**src/rtl/key_filter.sv**
```systemverilog
`default_nettype none
// ============================================================================
//  Module      : key_filter
//  Description : Debounce filter for one mechanical key. The raw key is
//                brought into the clock domain by a two-flop synchronizer.
//                A four-state FSM then accepts a level change only after the
//                new level has held for CNT_MAX consecutive cycles.
//
//  Parameters  : CNT_MAX    - stable cycles needed to accept a change (>= 2)
//                KEY_ACTIVE - raw key_in level that means "pressed"
//
//  Ports       : sys_clk     in   sole clock, rising edge
//                sys_rst     in   synchronous active-high reset
//                key_in      in   raw, bouncing, asynchronous key
//                key_flag    out  one-cycle pulse per accepted press
//                key_release out  one-cycle pulse per accepted release
//                key_state   out  debounced level, 1 = pressed
//                press_cnt   out  8-bit wrapping count of accepted presses
//
//  Revision    : 1.0  initial release
// ============================================================================
module key_filter #(
    parameter int   CNT_MAX    = 999_999,
    parameter logic KEY_ACTIVE = 1'b0
) (
    input  logic       sys_clk,
    input  logic       sys_rst,
    input  logic       key_in,
    output logic       key_flag,
    output logic       key_release,
    output logic       key_state,
    output logic [7:0] press_cnt
);

    localparam int              CNT_W      = $clog2(CNT_MAX + 1);
    localparam logic [CNT_W-1:0] C_CNT_LAST = CNT_W'(CNT_MAX - 1);

    typedef enum logic [1:0] {
        S_IDLE         = 2'd0,
        S_PRESS_FILT   = 2'd1,
        S_DOWN         = 2'd2,
        S_RELEASE_FILT = 2'd3
    } state_t;

    logic             r_sync1;
    logic             r_sync2;
    logic             w_pressed;

    state_t           r_state;
    state_t           w_state_nxt;
    logic [CNT_W-1:0] r_cnt;
    logic [CNT_W-1:0] w_cnt_nxt;
    logic             w_accept_press;
    logic             w_accept_release;

    // ------------------------------------------------------------------
    // Synchronizer. Both flops reset to the released level so that a key
    // held down through reset is seen as a fresh press afterwards.
    // ------------------------------------------------------------------
    always_ff @(posedge sys_clk) begin
        if (sys_rst) begin
            r_sync1 <= ~KEY_ACTIVE;
            r_sync2 <= ~KEY_ACTIVE;
        end else begin
            r_sync1 <= key_in;
            r_sync2 <= r_sync1;
        end
    end

    assign w_pressed = (r_sync2 == KEY_ACTIVE);

    // ------------------------------------------------------------------
    // FSM state and filter counter registers
    // ------------------------------------------------------------------
    always_ff @(posedge sys_clk) begin
        if (sys_rst) begin
            r_state <= S_IDLE;
            r_cnt   <= '0;
        end else begin
            r_state <= w_state_nxt;
            r_cnt   <= w_cnt_nxt;
        end
    end

    // ------------------------------------------------------------------
    // Next-state logic. Any reversion during filtering drops back to the
    // stable state with the counter cleared, so partial counts from a
    // bounce never carry over to the next attempt. The counter stops at
    // C_CNT_LAST and is cleared on acceptance, so it cannot wrap.
    // ------------------------------------------------------------------
    always_comb begin
        w_state_nxt      = r_state;
        w_cnt_nxt        = r_cnt;
        w_accept_press   = 1'b0;
        w_accept_release = 1'b0;
        case (r_state)
            S_IDLE: begin
                if (w_pressed) begin
                    w_state_nxt = S_PRESS_FILT;
                    w_cnt_nxt   = '0;
                end
            end
            S_PRESS_FILT: begin
                if (!w_pressed) begin
                    w_state_nxt = S_IDLE;
                    w_cnt_nxt   = '0;
                end else if (r_cnt == C_CNT_LAST) begin
                    w_state_nxt    = S_DOWN;
                    w_cnt_nxt      = '0;
                    w_accept_press = 1'b1;
                end else begin
                    w_cnt_nxt = r_cnt + 1'b1;
                end
            end
            S_DOWN: begin
                if (!w_pressed) begin
                    w_state_nxt = S_RELEASE_FILT;
                    w_cnt_nxt   = '0;
                end
            end
            S_RELEASE_FILT: begin
                if (w_pressed) begin
                    w_state_nxt = S_DOWN;
                    w_cnt_nxt   = '0;
                end else if (r_cnt == C_CNT_LAST) begin
                    w_state_nxt      = S_IDLE;
                    w_cnt_nxt        = '0;
                    w_accept_release = 1'b1;
                end else begin
                    w_cnt_nxt = r_cnt + 1'b1;
                end
            end
            default: begin
                w_state_nxt = S_IDLE;
                w_cnt_nxt   = '0;
            end
        endcase
    end

    // ------------------------------------------------------------------
    // Registered outputs, updated on the same edge as the accepting
    // transition. Press and release acceptance come from different
    // states, so the two pulses are mutually exclusive by construction.
    // ------------------------------------------------------------------
    always_ff @(posedge sys_clk) begin
        if (sys_rst) begin
            key_flag    <= 1'b0;
            key_release <= 1'b0;
            key_state   <= 1'b0;
            press_cnt   <= 8'd0;
        end else begin
            key_flag    <= w_accept_press;
            key_release <= w_accept_release;
            if (w_accept_press) begin
                key_state <= 1'b1;
                press_cnt <= press_cnt + 8'd1;
            end else if (w_accept_release) begin
                key_state <= 1'b0;
            end
        end
    end

endmodule
`default_nettype wire

```
**config.mk**
```make
export PLATFORM = sky130hd
export DESIGN_NAME = key_filter
export DESIGN_NICKNAME = d
export VERILOG_FILES = /design/src/rtl/key_filter.sv
export SDC_FILE = /design/constraint.sdc
export NUM_CORES = 1
export LEC_CHECK = 0
export ABC_CLOCK_PERIOD_IN_PS = 1900
export CAP_MARGIN = 20
export CORE_MARGIN = 4
export CORE_UTILIZATION = 51
export DETAILED_ROUTE_END_ITERATION = 8
export PLACE_DENSITY = 0.74
export SLEW_MARGIN = 10
export SYNTH_ARGS = -nofsm -noshare
export SYNTH_HDL_FRONTEND = slang
export SYNTH_SLANG_ARGS = --single-unit
```
**constraint.sdc**
```tcl
create_clock -name sys_clk -period 1.9 [get_ports sys_clk]
set_input_delay 0.285 -clock sys_clk [delete_from_list [all_inputs] [get_ports sys_clk]]
set_output_delay 0.285 -clock sys_clk [all_outputs]
set_load 0.02 [all_outputs]
```
==> results.yml, run 1 <==
drt:
  wirelength_mm: 3.83
  vias: 1617
  vias_per_cell: 5.71
  drcViolationCount: 0
  dr.pass1.iters: 5
  wl_per_cell_um: 13.5
  ant_nets: 0
  dr.first_iter.drc_count: 108
flow_run:
  max-cap-violations: 0
finish:
  syn_to_final_growth_pct: 27.2
  layout_commonest_cell: "dfxtp_1"
  fill_cells: 253
  antenna_cells: 0
  nNetsFinal: 244
  layout_common_cells: "dfxtp_1 (31), buf_4 (21), a21oi_1 (17)"
  multiInputGateArea_um2: 991
  fin_cells: 283
  stdcell_area_um2: 2190
  seqCellArea_um2: 706
  drive_gt1_share_pct: 20.9
power:
  p_per_area_nw_per_um2: 584
  power_frac_comb_pct: 4.9
  intPower_uw: 984
  clockPowerShare_pct: 36.7
  p_switching_uw: 293
  p_leak_uw: 0.000811
  max-vdd-ir-drop_v: 0.000472
  switching_share_pct: 23.0
  sequentialPowerShare_pct: 58.5
hold_path:
  hold_path.class: "reg2reg"
synth:
  syn_nets: 209
  yosysWarnings: 0
  ys_seq_area_share_pct: 40.7
  ys_seq_elements: 35
  yosysUniqueCellTypes: 47
  avgSynthCellArea_um2: 8.47
  synth_edf_count: 0
  synthFlopType: "dfxtp_1"
  synth_cells: 203
  ys_async_sr_fraction_pct: 0
  synth_area_um2: 1720
floorplan:
  dieArea_um2: 4370
  floorplan.initialDensity_pct: 55.0
  num_rows: 20
  core-area_um2: 3130
  die_x_um: 66.1
  ios: 14
  dieHeight_um: 66.1
sta:
  rsz0062_at_grt: "true"
  setup_violations: 0
  worstMarginPinSlew_ns: 0.436
  max_freq_ghz: 0.551
  finalCritPeriodShare_pct: 95.6
  finalHoldViolations: 0
  fin_skew_ns: 0.00844
  finalSetupTns_ns: 0
  maxSlewViolCount: 0
  hold_ws_ns: 0.424
  fin_crit_ns: 1.82
  max-slew-margin-rel_pct: 71.0
place:
  place_area_um2: 2030
  placed_cells: 272
  hpwlAfterDp_mm: 2.81
  finalWeightedCongestion: 0.812
  portBuffers: 13
worst_setup_path:
  critPathCaptureType: "flip-flop"
  cp.arrival_ns: 2.09
  crit_type: "reg2reg"
  reg2reg_slack_ns: 0.08
  cp.required_ns: 2.18
  critPathMaxFanout: 6
  startpoint_type: "flip-flop"
clock_tree:
  cts.path.max_buffers: 2
  tritoncts: "built"
  numCtsBuffers: 5
  h-tree-depth: 2
  cts_sinks: 35
  cts.clk_slew.worst_paths_ns: 0.10
  insertion_delay_ns: 0.34
  root_buffer: "clkbuf_4"
global_routing:
  grt_antenna_before_repair: 0
  grt_pass1_wl_mm: 6.86
  track_usage_pct: 20.2
  grt_max_degree: 17
  grt_pass1_vias: 1608
  grt_overflow: 0
status:
  status: "completed"
## routing by layer
| metal | part of all wire (%) | vias up | wire [µm] | global-route usage (%) |
|---|---|---|---|---|
| met3 | 4.5 | 5 | 172 | 6.97 |
| met1 | 41 | 763 | 1580 | 21.3 |
| met4 | 1.6 | 0 | 61 | 7.87 |
| li1 | - | 823 | - | - |
| met2 | 53 | 26 | 2020 | 36.6 |
| met5 | 0 | - | 0 | 0 |
## synth_stat cells (2+ instances only)
cell | number | area (µm²)
a211oi_1 | 2 | 15.0
a21oi_1 | 17 | 85.1
a22o_1 | 2 | 17.5
a31oi_1 | 12 | 75.1
a41oi_1 | 3 | 26.3
and3_1 | 5 | 31.3
buf_2 | 5 | 25.0
clkbuf_1 | 4 | 15.0
dfxtp_1 | 35 | 701
ha_1 | 3 | 37.5
inv_1 | 6 | 22.5
nand2_1 | 14 | 52.6
nand2b_1 | 4 | 25.0
nand3_1 | 16 | 80.1
nand4_1 | 7 | 43.8
nor2_1 | 16 | 60.1
nor3_1 | 6 | 30.0
nor4_1 | 2 | 12.5
nor4_4 | 2 | 42.5
o21ai_0 | 8 | 40.0
or2_2 | 2 | 12.5
or3_1 | 4 | 25.0
xnor2_1 | 3 | 26.3
xor2_1 | 2 | 17.5
## final cells by class
class	count	area share (%)
multi-input combinational	152	45.3
sequential	35	32.2
clock buffer	7	2.97
inverter	6	1.03
clock inverter	1	0.343
timing repair buffer	38	15.6
tap	44	2.52
## final timing paths
path              startpoint           end  cells past startpoint
setup / recovery   r_cnt[12]  press_cnt[5]                      6
setup reg to reg   r_cnt[12]  press_cnt[5]                      6
hold / removal       r_sync1       r_sync2                      1
hold reg to reg      r_sync1       r_sync2                      1
## power by group through the flow
stage                     sequential, µW  combinational, µW  clock [µW]
after global placement               763               59.0           0
after floorplan                      767               29.8           0
after detailed placement             764               60.7           0
after CTS                            747               60.7         478
after global routing                 749               67.6         517
final                                747               62.0         468
## sequential cells by signal, indices dropped and copies added, names as in the netlist, named ones only
signal	count
key_release	1
key_state	1
key_flag	1
press_cnt	8
r_state	1
r_sync2	1
r_sync1	1
r_cnt	20
## metrics by stage
stage                     utilization [%]  setup slack [ns]  power (µW)
final                                70.0            0.0842        1280
after global routing                 70.0           -0.0528        1330
after CTS                            68.1           0.00511        1290
after detailed placement             64.9            0.0302         825
after global placement               64.9             0.100         822
after floorplan                         -           -0.0209         797
## what timing repair did
action,in CTS,in global routing
gates resized for setup,0,12
buffers inserted,2,1
pin swaps,0,4
setup endpoints to repair,1,21
hold buffers,0,0
## logic make-up (layout without fill, tap and decap cells)
kind of cell	Yosys count	in the layout	share of synthesized area [%]
muxes	2	2	1.24
adders and majority gates	3	3	2.18
and+or+nand+nor	90	90	30.1
AOI/OAI and AO/OA	52	52	18.9
xor gates and xnor gates	5	5	2.55
buffers and inverters	16	52	4.29
DFF	35	35	40.7
## worst max-delay path: stages (launching register included)
cell and delay [ns]:
dfxtp_1 0.32, or2_1 0.26, nor4_4 0.29, buf_4 0.20
nand4_4 0.13, or4_1 0.41, a21oi_1 0.15
Power figures use the tool's default switching activity.
==> run 2: changes to the inputs <==
--- a/config.mk
+++ b/config.mk
@@ -5,12 +5,12 @@
 export SDC_FILE = /design/constraint.sdc
 export NUM_CORES = 1
 export LEC_CHECK = 0
-export ABC_CLOCK_PERIOD_IN_PS = 1900
+export ABC_CLOCK_PERIOD_IN_PS = 2200
 export CAP_MARGIN = 20
 export CORE_MARGIN = 4
-export CORE_UTILIZATION = 51
+export CORE_UTILIZATION = 55
 export DETAILED_ROUTE_END_ITERATION = 8
-export PLACE_DENSITY = 0.74
+export PLACE_DENSITY = 0.76
 export SLEW_MARGIN = 10
 export SYNTH_ARGS = -nofsm -noshare
 export SYNTH_HDL_FRONTEND = slang
==> constraint.sdc (replaced) <==
create_clock -name sys_clk -period 2.2 [get_ports sys_clk]
set_input_delay 0.33 -clock sys_clk [delete_from_list [all_inputs] [get_ports sys_clk]]
set_output_delay 0.33 -clock sys_clk [all_outputs]
set_load 0.02 [all_outputs]
==> results.yml, run 2 (synthesized netlist as in run 1, its figures left out) <==
finish:
  largest-register: "r_cnt"
  largest_reg_flops: 20
  fin_cells: 267
  final_util_pct: 66.4
  drive_gt1_share_pct: 12.1
  layout_common_cells: "dfxtp_1 (35), a21oi_1 (17), nand3_1 (16), nor2_1 (16), nand2_1 (14)"
  layout_commonest_cell: "dfxtp_1"
  syn_to_final_growth_pct: 16.9
  nNetsFinal: 228
  top_regs: "r_cnt (20), press_cnt (8)"
  antenna_cells: 0
floorplan:
  num_rows: 20
  ios: 14
  floorplan.initialDensity_pct: 56.8
  core-area_um2: 3030
  die_x_um: 63.9
  dieArea_um2: 4090
  dieHeight_um: 63.9
clock_tree:
  root_buffer: "clkbuf_4"
  cts.path.max_buffers: 2
  cts.clk_slew.worst_paths_ns: 0.13
  h-tree-depth: 2
  cts_sinks: 35
  tritoncts: "built"
  hold_buffers: 0
  numCtsBuffers: 5
  insertion_delay_ns: 0.36
  cts_resized: 0
  post-cts-setup-buffer-count: 0
power:
  p_per_area_nw_per_um2: 585
  max-vdd-ir-drop_v: 0.000364
  p_switching_uw: 271
  switching_share_pct: 23.1
  sequentialPowerShare_pct: 54.9
  p_leak_uw: 0.000691
  finalPower_uw: 1180
  intPower_uw: 905
  power_frac_comb_pct: 4.3
  clockPowerShare_pct: 40.8
worst_setup_path:
  crit_type: "reg2reg"
  startpoint_type: "flip-flop"
  cp.arrival_ns: 2.36
  critPathMaxFanout: 8
  critPathCaptureType: "flip-flop"
  cp.required_ns: 2.51
sta:
  max-slew-margin-rel_pct: 66.3
  worstMarginPinSlew_ns: 0.505
  fin_crit_ns: 2.05
  hold_ws_ns: 0.424
  fin_skew_ns: 0.0211
  finalHoldViolations: 0
  setup_violations: 0
  finalCritPeriodShare_pct: 93.4
  max_freq_ghz: 0.487
  finalSetupTns_ns: 0
  rsz0062_at_grt: "false"
  maxSlewViolCount: 0
drt:
  dr.pass1.iters: 4
  wirelength_mm: 3.50
  drcViolationCount: 0
  ant_nets: 0
  wl_per_cell_um: 13.1
  dr.first_iter.drc_count: 135
  vias: 1558
  vias_per_cell: 5.84
global_routing:
  grt_antenna_before_repair: 0
  grt_pass1_wl_mm: 5.96
  grt_pass1_vias: 1374
  grt_max_degree: 22
  track_usage_pct: 18.7
  grt_overflow: 0
place:
  finalWeightedCongestion: 0.859
  placed_cells: 259
  hpwlAfterDp_mm: 2.51
  portBuffers: 13
hold_path:
  hold_path.class: "reg2reg"
status:
  status: "completed"
flow_run:
  max-cap-violations: 0
-- run 2: metrics by stage --
stage,cell area [µm²],setup slack [ns]
2_1_floorplan,1720,0.279
3_3_place_gp,1930,0.249
3_5_place_dp,1930,0.181
4_1_cts,2010,0.158
5_1_grt,2010,0.0308
6_report,2010,0.146
-- run 2: layer usage --
layer	routed length (µm)	GRT usage, %	share of wire, %
met1	1590	22.2	45
met2	1680	30.2	48
met3	194	4.57	5.5
met4	41	11.1	1.2
met5	0	0	0
-- run 2: path summary, 6_finish.rpt --
check / to / cells after the start / slack [ns] / from
max: press_cnt[5] / 5 / 0.15 / r_cnt[11]
min: r_sync2 / 1 / 0.42 / r_sync1
max reg2reg: press_cnt[5] / 5 / 0.15 / r_cnt[11]
min reg2reg: r_sync2 / 1 / 0.42 / r_sync1
-- run 2: worst max-delay path, stage by stage (launching register included) --
cell and delay (ns):
dfxtp_1 0.40, or3_4 0.40, nor4_4 0.36, nand4_2 0.25
or4_1 0.45, a21oi_1 0.14
-- run 2: power by group through the flow --
| stage | clock, µW | combinational (µW) | sequential, µW |
|---|---|---|---|
| global placement | 0 | 50.2 | 659 |
| detailed placement | 0 | 50.6 | 659 |
| finish | 480 | 50.6 | 645 |
| CTS | 496 | 50.9 | 645 |
| global route | 536 | 55.1 | 646 |
| floorplan | 0 | 25.7 | 662 |
-- run 2: area by class of cell --
cell class / instances / area (µm²)
clock buffer: 5 / 37.5
multi-input combinational: 152 / 951
sequential: 35 / 701
timing repair buffer: 22 / 198
tap: 44 / 55.1
clock inverter: 3 / 46.3
fill: 254 / 1020
inverter: 6 / 22.5
